<file path="src/rtl/fetch_if.sv">
// Fetch unit bus: CPU control handshake, redirect inputs, BRAM read port
// and the instruction/PC outputs seen by the decoder.
interface fetch_if;
  logic        pc_enable;
  logic        jump_take;
  logic [9:0]  jump_target;
  logic        branch_take;
  logic [7:0]  branch_disp;
  logic [9:0]  mem_addr;
  logic [15:0] mem_q;
  logic [15:0] instr;
  logic        instr_valid;
  logic [9:0]  pc;
  logic [9:0]  pc_plus1;
  logic [15:0] fetch_count;

  // CPU / memory side
  modport master (
    output pc_enable, jump_take, jump_target, branch_take, branch_disp, mem_q,
    input  mem_addr, instr, instr_valid, pc, pc_plus1, fetch_count
  );

  // fetch unit side
  modport slave (
    input  pc_enable, jump_take, jump_target, branch_take, branch_disp, mem_q,
    output mem_addr, instr, instr_valid, pc, pc_plus1, fetch_count
  );
endinterface

</file>
<file path="src/rtl/fetch_unit.sv">
// Instruction fetch unit: ISSUE/WAIT/HOLD sequencer around a 1-cycle BRAM.
// Optional completed-fetch counter enabled by macro FETCH_COUNT_EN;
// without it fetch_count is tied to zero.
//
// state | meaning
// ISSUE | pc is on mem_addr, BRAM samples it on the next edge
// WAIT  | BRAM data valid on mem_q, captured into instr on the next edge
// HOLD  | instr valid; waits for pc_enable to advance pc
module fetch_unit #(
  parameter logic [9:0] RESET_ADDR = 10'd0
) (
  input logic   clk,
  input logic   rst,
  fetch_if.slave bus
);

  typedef enum logic [1:0] {
    ST_ISSUE = 2'd0,
    ST_WAIT  = 2'd1,
    ST_HOLD  = 2'd2
  } state_t;

  state_t      state_q, state_d;
  logic [9:0]  pc_q, pc_d, next_pc;
  logic [15:0] instr_q, instr_d;
  logic        valid_q, valid_d;
  logic        capture;
  logic        advance;

  // state register
  always_ff @(posedge clk or negedge rst) begin
    if (!rst) state_q <= ST_ISSUE;
    else      state_q <= state_d;
  end

  // next-state logic; control inputs only matter in HOLD
  always_comb begin
    state_d = state_q;
    case (state_q)
      ST_ISSUE: state_d = ST_WAIT;
      ST_WAIT:  state_d = ST_HOLD;
      ST_HOLD:  if (bus.pc_enable) state_d = ST_ISSUE;
      default:  state_d = ST_ISSUE;
    endcase
  end

  // output/strobe decode from the current state
  always_comb begin
    capture = 1'b0;
    advance = 1'b0;
    case (state_q)
      ST_WAIT: capture = 1'b1;
      ST_HOLD: advance = bus.pc_enable;
      default: ;
    endcase
  end

  // redirect priority: jump, then relative branch, then sequential; 10-bit wrap
  always_comb begin
    next_pc = pc_q + 10'd1;
    if (bus.jump_take)        next_pc = bus.jump_target;
    else if (bus.branch_take) next_pc = pc_q + {{2{bus.branch_disp[7]}}, bus.branch_disp};
  end

  // datapath next values
  always_comb begin
    pc_d    = pc_q;
    instr_d = instr_q;
    valid_d = valid_q;
    if (capture) begin
      instr_d = bus.mem_q;
      valid_d = 1'b1;
    end
    if (advance) begin
      pc_d    = next_pc;
      valid_d = 1'b0;
    end
  end

  // datapath registers
  always_ff @(posedge clk or negedge rst) begin
    if (!rst) begin
      pc_q    <= RESET_ADDR;
      instr_q <= 16'h0000;
      valid_q <= 1'b0;
    end else begin
      pc_q    <= pc_d;
      instr_q <= instr_d;
      valid_q <= valid_d;
    end
  end

`ifdef FETCH_COUNT_EN
  logic [15:0] count_q;

  // completed-fetch counter, wraps naturally at 16 bits
  always_ff @(posedge clk or negedge rst) begin
    if (!rst)         count_q <= 16'h0000;
    else if (capture) count_q <= count_q + 16'd1;
  end

  assign bus.fetch_count = count_q;
`else
  assign bus.fetch_count = 16'h0000;
`endif

  assign bus.mem_addr    = pc_q;
  assign bus.pc          = pc_q;
  assign bus.pc_plus1    = pc_q + 10'd1;
  assign bus.instr       = instr_q;
  assign bus.instr_valid = valid_q;

endmodule

</file>
<file path="src/flat_wrapper.sv">
// flat-port wrapper written by rule: the top's interface ports become plain ports
module fetch_unit_flat 
#(
  parameter logic [9:0] RESET_ADDR = 10'd0
)
  (clk, rst, bus_pc_enable, bus_jump_take, bus_jump_target, bus_branch_take, bus_branch_disp, bus_mem_q, bus_mem_addr, bus_instr, bus_instr_valid, bus_pc, bus_pc_plus1, bus_fetch_count);
  fetch_if bus_i ();
  input logic clk;
  input logic rst;
  input wire logic [$bits(bus_i.pc_enable)-1:0] bus_pc_enable;
  input wire logic [$bits(bus_i.jump_take)-1:0] bus_jump_take;
  input wire logic [$bits(bus_i.jump_target)-1:0] bus_jump_target;
  input wire logic [$bits(bus_i.branch_take)-1:0] bus_branch_take;
  input wire logic [$bits(bus_i.branch_disp)-1:0] bus_branch_disp;
  input wire logic [$bits(bus_i.mem_q)-1:0] bus_mem_q;
  output wire logic [$bits(bus_i.mem_addr)-1:0] bus_mem_addr;
  output wire logic [$bits(bus_i.instr)-1:0] bus_instr;
  output wire logic [$bits(bus_i.instr_valid)-1:0] bus_instr_valid;
  output wire logic [$bits(bus_i.pc)-1:0] bus_pc;
  output wire logic [$bits(bus_i.pc_plus1)-1:0] bus_pc_plus1;
  output wire logic [$bits(bus_i.fetch_count)-1:0] bus_fetch_count;
  assign bus_i.pc_enable = bus_pc_enable;
  assign bus_i.jump_take = bus_jump_take;
  assign bus_i.jump_target = bus_jump_target;
  assign bus_i.branch_take = bus_branch_take;
  assign bus_i.branch_disp = bus_branch_disp;
  assign bus_i.mem_q = bus_mem_q;
  assign bus_mem_addr = bus_i.mem_addr;
  assign bus_instr = bus_i.instr;
  assign bus_instr_valid = bus_i.instr_valid;
  assign bus_pc = bus_i.pc;
  assign bus_pc_plus1 = bus_i.pc_plus1;
  assign bus_fetch_count = bus_i.fetch_count;
  fetch_unit #(.RESET_ADDR(RESET_ADDR)) u_core (.clk(clk), .rst(rst), .bus(bus_i));
endmodule
</file>
<file path="config.mk">
export PLATFORM = sky130hd
export DESIGN_NAME = fetch_unit_flat
export DESIGN_NICKNAME = d
export VERILOG_FILES = /design/src/rtl/fetch_if.sv /design/src/rtl/fetch_unit.sv /design/src/flat_wrapper.sv
export SDC_FILE = /design/constraint.sdc
export NUM_CORES = 1
export LEC_CHECK = 0
export ABC_AREA = 0
export CAP_MARGIN = 5
export CORE_MARGIN = 2
export CORE_UTILIZATION = 44
export DETAILED_ROUTE_END_ITERATION = 10
export HOLD_SLACK_MARGIN = 0.08
export PLACE_DENSITY_LB_ADDON = 0.3
export SYNTH_ARGS = -nofsm -noshare
export SYNTH_HDL_FRONTEND = slang
export SYNTH_SLANG_ARGS = --single-unit
</file>
<file path="constraint.sdc">
create_clock -name clk -period 3.8 [get_ports clk]
set_clock_uncertainty 0.2 [all_clocks]
set_input_delay 0.76 -clock clk [delete_from_list [all_inputs] [get_ports clk]]
set_output_delay 0.76 -clock clk [all_outputs]
set_load 0.01 [all_outputs]
</file>
# After elaboration in Yosys (flattened, before gate mapping)
# Cells that the tools add are included.
[word_totals] register_bits=29 latchBits=0 mem_bits_rw=0 mem_bits_ro=0 wordCells=19 mem_count=0
[op_classes] n_addsub=2 n_mul=0 n_div=0 magnitude_cmp=0 n_eq_ne=3 shift=0 mux=8 n_bitwise=0 reduce_logical=2
[ops] op="$mux 10" n=2
[ops] op="$add 10x1->10 const B" n=1
[ops] op="$add 10x10->10" n=1
[ops] op="$pmux 2 s3" n=1
[ops] op="$mux 1" n=4
[ops] op="$eq 2x1->1 const B" n=1
[ops] op="$eq 2x2->1 const B" n=1
[ops] op="$logic_not 2->1" n=1
[ops] op="$mux 2" n=1
[ops] op="$ne 2x2->1 const B" n=1
[ops] op="$reduce_bool 2->1" n=1

# Longest topological paths before layout
# Gate-level depths: netlist (run 1).
[depth] ltp_word=4 mapped_depth=8 ltp_nobuf=8

# Worst setup path after synthesis (run 1)
# OpenSTA, ideal clock, no wires.
[synth_path] path_kind="input port to flip-flop" startpoint="in bus_branch_disp[0]" endpoint="reg u_core.pc_q[8] (netlist: u_core.bus.mem_addr[8])" setup_time_ns=0.066 t_arrival_ns=2.347 t_required_ns=3.534 slack_ns=1.187 path_stages=8 cell_sequence="ha_1 fa_1 a21o_1 a21oi_2 o21ai_0 a21oi_1 mux2_2 nand2_1"
[synth_between] elab_chain_len=3
[synth_lines] element="from (decl)" line="flat_wrapper.sv:14" rtl="input wire logic [$bits(bus_i.branch_disp)-1:0] bus_branch_disp;"
[synth_lines] element="$add 10x10->10" line="fetch_unit.sv:62" rtl="else if (bus.branch_take) next_pc = pc_q + {{2{bus.branch_disp[7]}}, bus.branch_disp};"
[synth_lines] element="$mux 10" line="fetch_unit.sv:62"
[synth_lines] element="$mux 10" line="fetch_unit.sv:61" rtl="if (bus.jump_take) next_pc = bus.jump_target;"
[synth_lines] element="to (signal assigned)" line="fetch_unit.sv:87" rtl="pc_q <= pc_d;"
[synth_lines] element="to (decl)" line="fetch_unit.sv:24" rtl="logic [9:0] pc_q, pc_d, next_pc;"
# Every way passes these cells.
# A chain may end at the register's enable or synchronous reset.

# Final worst setup path (run 1)
[layout_path] startpoint="reg u_core.pc_q[1] (netlist: u_core.bus.mem_addr[1])" endpoint="out bus_pc_plus1[8]"
[layout_between] elab_chain_len=1
[layout_lines] element="$add 10x1->10" line="fetch_unit.sv:109" rtl="assign bus.pc_plus1 = pc_q + 10'd1;"
[layout_lines] element="to (decl)" line="flat_wrapper.sv:20" rtl="output wire logic [$bits(bus_i.pc_plus1)-1:0] bus_pc_plus1;"
# Every way passes these cells.

==> impl_metrics.csv, run 1 <==
group,metric,value,unit
routing,routed_via_density,5.234,
synth,synth_cell_types,50,
pwr,p_clk_share,12.4,%
pwr,power_switching,0.8577,mW
floorplan,ioPinCount,102,
setup_path,path_max_fanout,10,
setup_path,path_class,"flop to output port",
routing,drc,0,
synth,synth_top_family_by_area,"simple AND/OR/NAND/NOR gates",
synth,ys.flop_type,"dfrtp_1",
timing,setup_violations,0,
grt,grt_pass1_wl,8404,µm
floorplan,core,4384,µm²
routing,drt_first_pass_iters,4,
grt,antenna_found_initial,0,
final_layout,fin_nets,335,
final_layout,antenna_cells,0,
clocking,cts_tree,"done",
setup_path,crit_arrival,2.19,ns
pwr,power.density,783.1,nW/µm²
routing,wl_per_cell,14.58,µm
floorplan,initial_utilization,46.26,%
clocking,clkSlewWorstSetupHoldPaths,0.07,ns
final_layout,fill_cells,363,
setup_path,start_kind,"flop",
synth,ys_top_cells_by_count,"29 x dfrtp_1, 26 x buf_4, 17 x mux2_2",
run_status,outcome,"finished clean",
clocking,clockRootBuffer,"clkbuf_8",
timing,max_freq,0.3176,GHz
setup_path,crit_path_end_kind,"output port",
routing,first_iter_violations,82,
timing,max_slew_margin,52.88,%
timing,fin_crit_sh,82.85,%
final_layout,area_delta_synth_final,43.00,%
clocking,cts_buffers,5,
clocking,clkSinkCount,29,
routing,vias,1769,
setup_path,reg2regPathDepth,8,
pwr,seq_power_share,28.1,%
synth,synthXorXnorAreaFrac,6.416,%
grt,grt_max_degree,30,
clocking,clk_latency,0.28,ns
timing,tightest_slew,0.7046,ns
hold_path,hp-class,"flop to flop",
synth,yosys_warnings,0,
clocking,postCtsResizedCells,0,
timing,period_needed,3.148,ns
grt,grt.overflow.total,0,
synth,synth-simple-area-share,15.73,%
place,port-buffer-count,85,
timing,maxSlewViolCount,0,
floorplan,die_area,5169,µm²
grt,track_usage,20.74,%
place,routabilityCongestion,0.8168,
floorplan,dieWidth,71.90,µm
synth,synth_edf_count,0,
synth,synth-compound-area-share,12.83,%
pwr,cellLeakagePower,1.230,nW
pwr,p_sw_share,37.76,%
synth,syn_area_per_cell,9.751,µm²
pwr,ir_drop,402.0,µV
timing,tns,0,ns
synth,syn_inst,208,
setup_path,worstReg2RegStart,"u_core.bus.mem_addr[0]",
clocking,post_cts_buffers,0,
flow_run,maxCapViolCount,0,
synth,synth_top_area_share,35.78,%
synth,synth_area_leader_cell,"dfrtp_1",
pwr,total_power,2.271,mW
place,preCtsSetupSlack,0.5974,ns
clocking,htreeDepth,2,
timing,setup_ws,0.6518,ns
final_layout,drive_gt1_share,12.94,%
hold_path,whs_path_depth,2,
synth,ys_top_cells_by_area,"dfrtp_1 36%, buf_4 9.6%, mux2_2 9.4%, ha_1 6.2%, xnor2_1 3.9%",
clocking,hold_buffers,0,
synth,syn_area,2028,µm²
synth,ys_async_sr_fraction,100.0,%
pwr,power_frac_comb,59.5,%
floorplan,die_y,71.90,µm
setup_path,crit_required,2.84,ns
synth,synth.most_common_cell,"dfrtp_1",
hold_path,hold_path_startpoint,"u_core.bus.instr_valid",
routing,ant_nets,0,
timing,rsz0062_at_grt,"no",
synth,synth-seq-area-share,35.78,%
synth,synth_fa_ha_area_share,7.156,%
synth,synthMuxAreaShare,9.932,%
routing,wirelength,4928,µm
setup_path,cp-startpoint,"u_core.bus.mem_addr[1]",
place,dp_hpwl,3621,µm
pwr,p_int,1.414,mW
floorplan,num_rows,24,
timing,hold_viol,0,
synth,synth_seq_cells,29,
clocking,cts_max_path_buffers,2,
grt,grt_pass1_vias,1740,
==> placed cells by master, fill, tap and decap left out, types with 7 or more instances in the layout <==
cell type / n
ha_1: 10
mux2_2: 17
clkdlybuf4s50_1: 85
nor2_1: 14
conb_1: 16
o21ai_0: 7
dfrtp_1: 29
nand3_1: 11
nand2_1: 9
a21oi_1: 12
clkbuf_8: 7
xnor2_1: 9
==> worst max-delay path: stages (launching register included) <==
cell and delay (ns):
dfrtp_1 0.55, ha_1 0.36, nand4_1 0.14, xnor2_1 0.27
clkdlybuf4s50_1 0.59
==> layer usage <==
layer | vias to the layer above | GRT usage [%] | wire (µm)
met5 | - | 0 | 0
met4 | 0 | 5.660 | 46
met3 | 4 | 4.861 | 426
met2 | 90 | 33.23 | 2317
met1 | 826 | 28.37 | 2138
li1 | 849 | - | -
==> path summary, 6_finish.rpt <==
check                                         endpoint  slack [ns]
worst max-delay path                   bus_pc_plus1[8]        0.65
worst min-delay path            u_core.bus.instr_valid        0.30
worst max register to register  u_core.bus.mem_addr[8]        1.18
worst min register to register  u_core.bus.instr_valid        0.30
max in group asynchronous       u_core.bus.mem_addr[0]        2.44
min in group asynchronous          u_core.bus.instr[6]        0.67
==> cells by family (layout without fill, tap and decap cells) <==
logic type	after synthesis	after routing
muxes	18	18
adders and majority gates	11	11
AOI/OAI and AO/OA	40	40
xor gates and xnor gates	14	14
and+or+nand+nor	57	57
DFF	29	29
buffers and inverters	38	101
other	1	16
==> power groups by stage <==
stage / clock network (mW) / registers (mW) / logic, mW
6_report: 0.281 / 0.638 / 1.35
3_3_place_gp: 0 / 0.638 / 1.33
5_1_grt: 0.304 / 0.671 / 1.48
4_1_cts: 0.287 / 0.640 / 1.36
3_5_place_dp: 0 / 0.646 / 1.35
2_1_floorplan: 0 / 0.678 / 0.728
==> metrics by stage <==
| step | instance area [µm²] | std cells | util (%) | hold WS (ns) |
|---|---|---|---|---|
| floorplan | 2085 | 223 | - | 0.2462 |
| global placement | 2799 | 330 | 63.84 | 0.2710 |
| detailed placement | 2799 | 330 | 63.84 | 0.2884 |
| CTS | 2900 | 338 | 66.15 | 0.3032 |
| global route | 2900 | 338 | 66.15 | 0.3292 |
| finish | 2900 | 338 | 66.15 | 0.2961 |
==> sequential cells by signal, summed over array words and instances, names as in the netlist <==
| signal | cells |
|---|---|
| u_core.bus.instr | 16 |
| u_core.bus.mem_addr | 10 |
| u_core.state_q | 2 |
| u_core.bus.instr_valid | 1 |
==> layout make-up <==
class	count	area, µm²	share of cell area (%)
clock buffers	7	96.34	3.322
inverters	5	18.77	0.6471
clock inverters	1	5.005	0.1726
multi-input cells	156	1116	38.48
repair buffers	88	873.3	30.11
well taps	52	65.06	2.243
flip-flops and latches	29	725.7	25.02
No activity file was read; power rests on OpenSTA's default activity.
==> run 2, diff against run 1 <==
Settings changed: CORE_UTILIZATION 44 to 40.
Clock period 3.8 ns to 3 ns, I/O delays scaled along.
==> run 2 against run 1 <==
  * Sequential power grew 18%
  * Clock-buffer cell count is the same
  * First-iteration DRC count shrank 39%
  * Core utilization shrank 4.4 points
  * Global-route usage shrank 2.0 points
  * Critical endpoint unchanged
==> impl_metrics.csv, run 2 (same netlist as run 1, synthesis figures left out) <==
group,metric,value,unit
clocking,post_cts_buffers,0,
grt,grt_pass1_wl,7976,µm
setup_path,worstReg2RegEnd,"u_core.bus.mem_addr[8]",
floorplan,core,4817,µm²
place,routabilityCongestion,0.8441,
setup_path,worstReg2RegStart,"u_core.bus.mem_addr[0]",
hold_path,whs_path_depth,1,
routing,vias,1792,
setup_path,path_max_fanout,6,
setup_path,crit_path_end_kind,"output port",
timing,tns,0,ns
timing,maxSlewViolCount,0,
grt,antenna_found_initial,0,
routing,routed_via_density,4.978,
routing,drt_first_pass_iters,4,
setup_path,reg2regPathDepth,9,
routing,ant_nets,0,
final_layout,fin_nets,342,
run_status,outcome,"finished clean",
timing,hold_viol,0,
clocking,clkSinkCount,29,
place,dp_hpwl,3845,µm
timing,max_freq,0.3452,GHz
clocking,clk_latency,0.27,ns
floorplan,initial_utilization,42.10,%
place,port-buffer-count,85,
pwr,p_sw_share,37.35,%
clocking,cts_max_path_buffers,2,
place,placed_area,2870,µm²
floorplan,die_area,5656,µm²
timing,rsz0062_at_grt,"no",
setup_path,start_kind,"flop",
final_layout,post-route-util,61.71,%
final_layout,largest_reg_flops,16,
grt,grt_pass1_vias,1688,
floorplan,num_rows,25,
pwr,p_int,1.835,mW
pwr,power_frac_comb,62.3,%
timing,period_needed,2.897,ns
hold_path,hold_path_startpoint,"u_core.state_q[0]",
floorplan,die_y,75.21,µm
timing,setup_violations,0,
final_layout,antenna_cells,0,
final_layout,final_cell_mix,"85 x clkdlybuf4s50_1, 28 x dfrtp_1, 17 x mux2_2, 16 x conb_1, 14 x nor2_1",
pwr,ir_drop,416.6,µV
flow_run,maxCapViolCount,0,
final_layout,final_common_cell,"clkdlybuf4s50_1",
grt,grt_max_degree,30,
setup_path,path_class,"flop to output port",
final_layout,fill_cells,448,
routing,first_iter_violations,50,
setup_path,crit_required,2.20,ns
pwr,p_clk_share,11.9,%
setup_path,reg2reg_slack,0.49,ns
clocking,htreeDepth,2,
routing,wirelength,5101,µm
final_layout,drive_gt1_share,15.36,%
timing,fin_crit_sh,96.57,%
pwr,cellLeakagePower,1.263,nW
pwr,power.density,984.9,nW/µm²
final_layout,area_delta_synth_final,46.58,%
clocking,cts_tree,"done",
floorplan,dieWidth,75.21,µm
clocking,postCtsResizedCells,0,
pwr,power_switching,1.094,mW
grt,track_usage,18.73,%
hold_path,hold-path-endpoint,"u_core.state_q[0]",
routing,wl_per_cell,14.17,µm
clocking,clockRootBuffer,"clkbuf_8",
final_layout,design_area,2973,µm²
hold_path,hp-class,"flop to flop",
clocking,cts_buffers,5,
routing,drc,0,
timing,whs,0.2876,ns
clocking,clkSlewWorstSetupHoldPaths,0.06,ns
floorplan,ioPinCount,102,
setup_path,crit_arrival,2.10,ns
grt,grt.overflow.total,0,
clocking,hold_buffers,0,
pwr,seq_power_share,25.8,%
run 2: changes by cell type in the layout (fill, tap and decap cells not counted), sizes merged:
cell,change
buf,+7
run 2: worst max-delay path, cell delays in order (launching register included):
cell and delay (ns):
dfrtp_1 0.47, and4_4 0.28, nand4_1 0.11, xnor2_1 0.34, clkdlybuf4s50_1 0.61
run 2: layer usage:
metal | global-route usage [%] | wire, µm | vias to the layer above
li1 | - | - | 868
met1 | 25.00 | 2283 | 830
met2 | 30.70 | 2255 | 87
met3 | 5.087 | 518 | 7
met4 | 3.899 | 44 | 0
met5 | 0 | 0 | -
run 2: through the flow:
step | worst slack [ns] | std cells | power, mW
floorplan | 0.5470 | 223 | 1.780
global placement | 0.07338 | 352 | 2.565
detailed placement | 0.06521 | 352 | 2.591
CTS | 0.1218 | 360 | 2.959
global route | 0.003594 | 360 | 3.158
finish | 0.1030 | 360 | 2.928
run 2: worst max path at each step:
stage / start / end / depth (start not counted)
floorplan: bus_branch_disp[0] / u_core.bus.mem_addr[8] / 8
global placement: bus_branch_disp[0] / u_core.bus.mem_addr[8] / 9
CTS: u_core.bus.mem_addr[4] / bus_pc_plus1[9] / 5
finish: u_core.bus.mem_addr[5] / bus_pc_plus1[8] / 4
detailed placement: bus_branch_disp[0] / u_core.bus.mem_addr[8] / 9
global route: u_core.bus.mem_addr[5] / bus_pc_plus1[9] / 5
run 2: layout make-up:
type / count / area [µm²] / area share [%]
multi-input cells: 156 / 1116 / 37.54
clock buffers: 7 / 96.34 / 3.241
repair buffers: 95 / 925.9 / 31.14
flip-flops and latches: 29 / 726.9 / 24.45
well taps: 67 / 83.83 / 2.820
inverters: 5 / 18.77 / 0.6313
clock inverters: 1 / 5.005 / 0.1684
run 2: power groups by stage:
stage                     combinational, mW  clock, mW  sequential [mW]
final                                  1.82      0.349            0.756
after global routing                   1.99      0.377            0.788
after CTS                              1.84      0.363            0.758
after detailed placement               1.83          0            0.766
after global placement                 1.81          0            0.753
after floorplan                       0.922          0            0.858
==> run 3, diff against run 2 <==
Settings changed: CELL_PAD_IN_SITES_DETAIL_PLACEMENT set to 0, CELL_PAD_IN_SITES_GLOBAL_PLACEMENT set to 1, CORE_MARGIN 2 to 1.5, CORE_UTILIZATION 40 to 29.
==> run 3 against run 2 <==
  * Flip-flop and latch count unchanged
  * Critical path depth up 1
  * Power down 1.7%
  * Maximum frequency up 1.0%
  * Non-clock buffer count down 1
  * Die area up 33%
  * First-iteration DRC count up 8.0%
  * Sequential power about the same
  * Hold slack worse by 0.0026 ns
  * Critical endpoint is now bus_pc_plus1[9]
  * Largest cell class unchanged
  * Highest routed layer unchanged
==> impl_metrics.csv, run 3 (same netlist as run 1, synthesis figures left out) <==
group,metric,value,unit
floorplan,die_area,7505,µm²
pwr,p_clk_share,10.9,%
pwr,seq_power_share,26.2,%
floorplan,dieWidth,86.63,µm
clocking,htreeDepth,2,
setup_path,critical_path.cell_chain,"and4_4 > nand3_1 > nor2_1 > xor2_1 > clkdlybuf4s50_1",
run_status,outcome,"finished clean",
floorplan,ioPinCount,102,
routing,dr.max_layer_used,"met4",
final_layout,design_area,2985,µm²
setup_path,path_max_fanout,6,
pwr,ir_drop,350.0,µV
hold_path,whs_path_depth,1,
place,preCtsSetupSlack,-0.08409,ns
routing,wirelength,5188,µm
place,routabilityCongestion,0.7501,
final_layout,largest_reg_flops,16,
routing,drt_first_pass_iters,4,
floorplan,initial_utilization,29.85,%
timing,max_freq,0.3487,GHz
setup_path,reg2regPathDepth,9,
clocking,postCtsResizedCells,0,
clocking,clockRootBuffer,"clkbuf_8",
grt,grt.overflow.total,0,
routing,ant_nets,0,
routing,vias,1739,
clocking,post_cts_buffers,0,
pwr,p_int,1.777,mW
timing,maxSlewViolCount,0,
final_layout,post-route-util,43.94,%
pwr,power.density,963.9,nW/µm²
setup_path,path_depth,5,
timing,setup_ws,0.1324,ns
grt,grt_max_degree,30,
setup_path,critPathSlowestCell,"clkdlybuf4s50_1",
clocking,clk_latency,0.28,ns
setup_path,start_kind,"flop",
setup_path,crit_path_end_kind,"output port",
clocking,hold_buffers,0,
setup_path,critical_path.top_delay_family,"simple AND/OR/NAND/NOR gates",
routing,drc,0,
final_layout,fin_nets,341,
clocking,clkSlewWorstSetupHoldPaths,0.07,ns
routing,first_iter_violations,54,
setup_path,max_stage_delay,0.57,ns
timing,fin_crit_sh,95.59,%
grt,grt_pass1_wl,8004,µm
timing,setup_violations,0,
clocking,clkSinkCount,29,
clocking,cts_buffers,5,
grt,grt_pass1_vias,1656,
setup_path,path_class,"flop to output port",
routing,met2WireLength,2268,µm
place,placed_area,2899,µm²
setup_path,crit_buf_inv,1,
setup_path,crit_arrival,2.07,ns
pwr,power_frac_comb,62.9,%
final_layout,drive_gt1_share,14.73,%
hold_path,hp-class,"flop to flop",
routing,wl_met3,407,µm
final_layout,final_common_cell,"clkdlybuf4s50_1",
routing,wl_met1,2472,µm
timing,hold_viol,0,
final_layout,antenna_cells,0,
floorplan,num_rows,30,
routing,wl_per_cell,13.37,µm
clocking,cts_max_path_buffers,2,
setup_path,crit_required,2.20,ns
place,port-buffer-count,85,
floorplan,core,6794,µm²
flow_run,maxCapViolCount,0,
pwr,p_sw_share,38.26,%
grt,track_usage,13.74,%
pwr,power_switching,1.101,mW
clocking,cts_tree,"done",
place,dp_hpwl,3975,µm
grt,antenna_found_initial,0,
final_layout,final_cell_mix,"85 x clkdlybuf4s50_1, 29 x dfrtp_1, 17 x mux2_2, 16 x conb_1, 14 x nor2_1",
timing,rsz0062_at_grt,"no",
pwr,cellLeakagePower,1.250,nW
floorplan,die_y,86.63,µm
timing,period_needed,2.868,ns
routing,routed_via_density,4.482,
final_layout,area_delta_synth_final,47.19,%
==> run 3: cell types whose count changed in the layout (fill, tap and decap cells not counted) <==
cell	previous run	this run
dfrtp_1	28	29
buf_4	10	9
clkinvlp_4	0	1
clkinv_2	1	2
clkbuf_8	7	5
dfrtp_2	1	0
==> run 3: routing by layer <==
layer	GRT usage (%)	vias to the layer above
met2	22.94	76
met5	0	-
met1	17.52	792
li1	-	866
met4	3.079	0
met3	4.095	5
==> run 3: worst paths after layout <==
kind	startpoint	end	slack (ns)
setup reg to reg	u_core.bus.mem_addr[0]	u_core.bus.mem_addr[8]	0.36
hold / removal	u_core.state_q[0]	u_core.state_q[0]	0.29
setup / recovery	u_core.bus.mem_addr[5]	bus_pc_plus1[9]	0.13
max in group asynchronous	rst	u_core.bus.instr[2]	1.80
hold reg to reg	u_core.state_q[0]	u_core.state_q[0]	0.29
min in group asynchronous	rst	u_core.bus.instr[9]	0.52
==> run 3: stage by stage <==
step	setup TNS [ns]	power, mW	hold slack, ns	instances
6_report	0	2.878	0.2850	388
5_1_grt	0	3.096	0.3093	388
4_1_cts	0	2.921	0.2953	388
3_5_place_dp	-0.08409	2.592	0.2855	380
3_3_place_gp	-0.04178	2.578	0.2763	380
2_1_floorplan	0	1.780	0.1044	223
==> run 3: worst reg2reg max path: stages (launching register included) <==
cell and delay (ns):
dfrtp_1 0.43, buf_4 0.18, ha_1 0.23, fa_1 0.40, a21o_1 0.20, a21oi_2 0.23, o21ai_0 0.13, a21oi_1 0.17
mux2_2 0.34, nand2_1 0.06
==> run 3: power by group through the flow <==
stage | registers [mW] | logic, mW | clock network, mW
2_1_floorplan | 0.858 | 0.922 | 0
3_3_place_gp | 0.761 | 1.82 | 0
3_5_place_dp | 0.767 | 1.82 | 0
4_1_cts | 0.760 | 1.84 | 0.325
5_1_grt | 0.785 | 1.97 | 0.345
6_report | 0.754 | 1.81 | 0.314
==> run 3: final cells by class <==
class / instances / area, µm²
Fill cell: 712 / 3809
Multi-Input combinational cell: 156 / 1116
Timing Repair Buffer: 94 / 918.4
Sequential cell: 29 / 725.7
Tap cell: 96 / 120.1
Clock buffer: 5 / 68.82
Inverter: 5 / 18.77
Clock inverter: 3 / 17.52
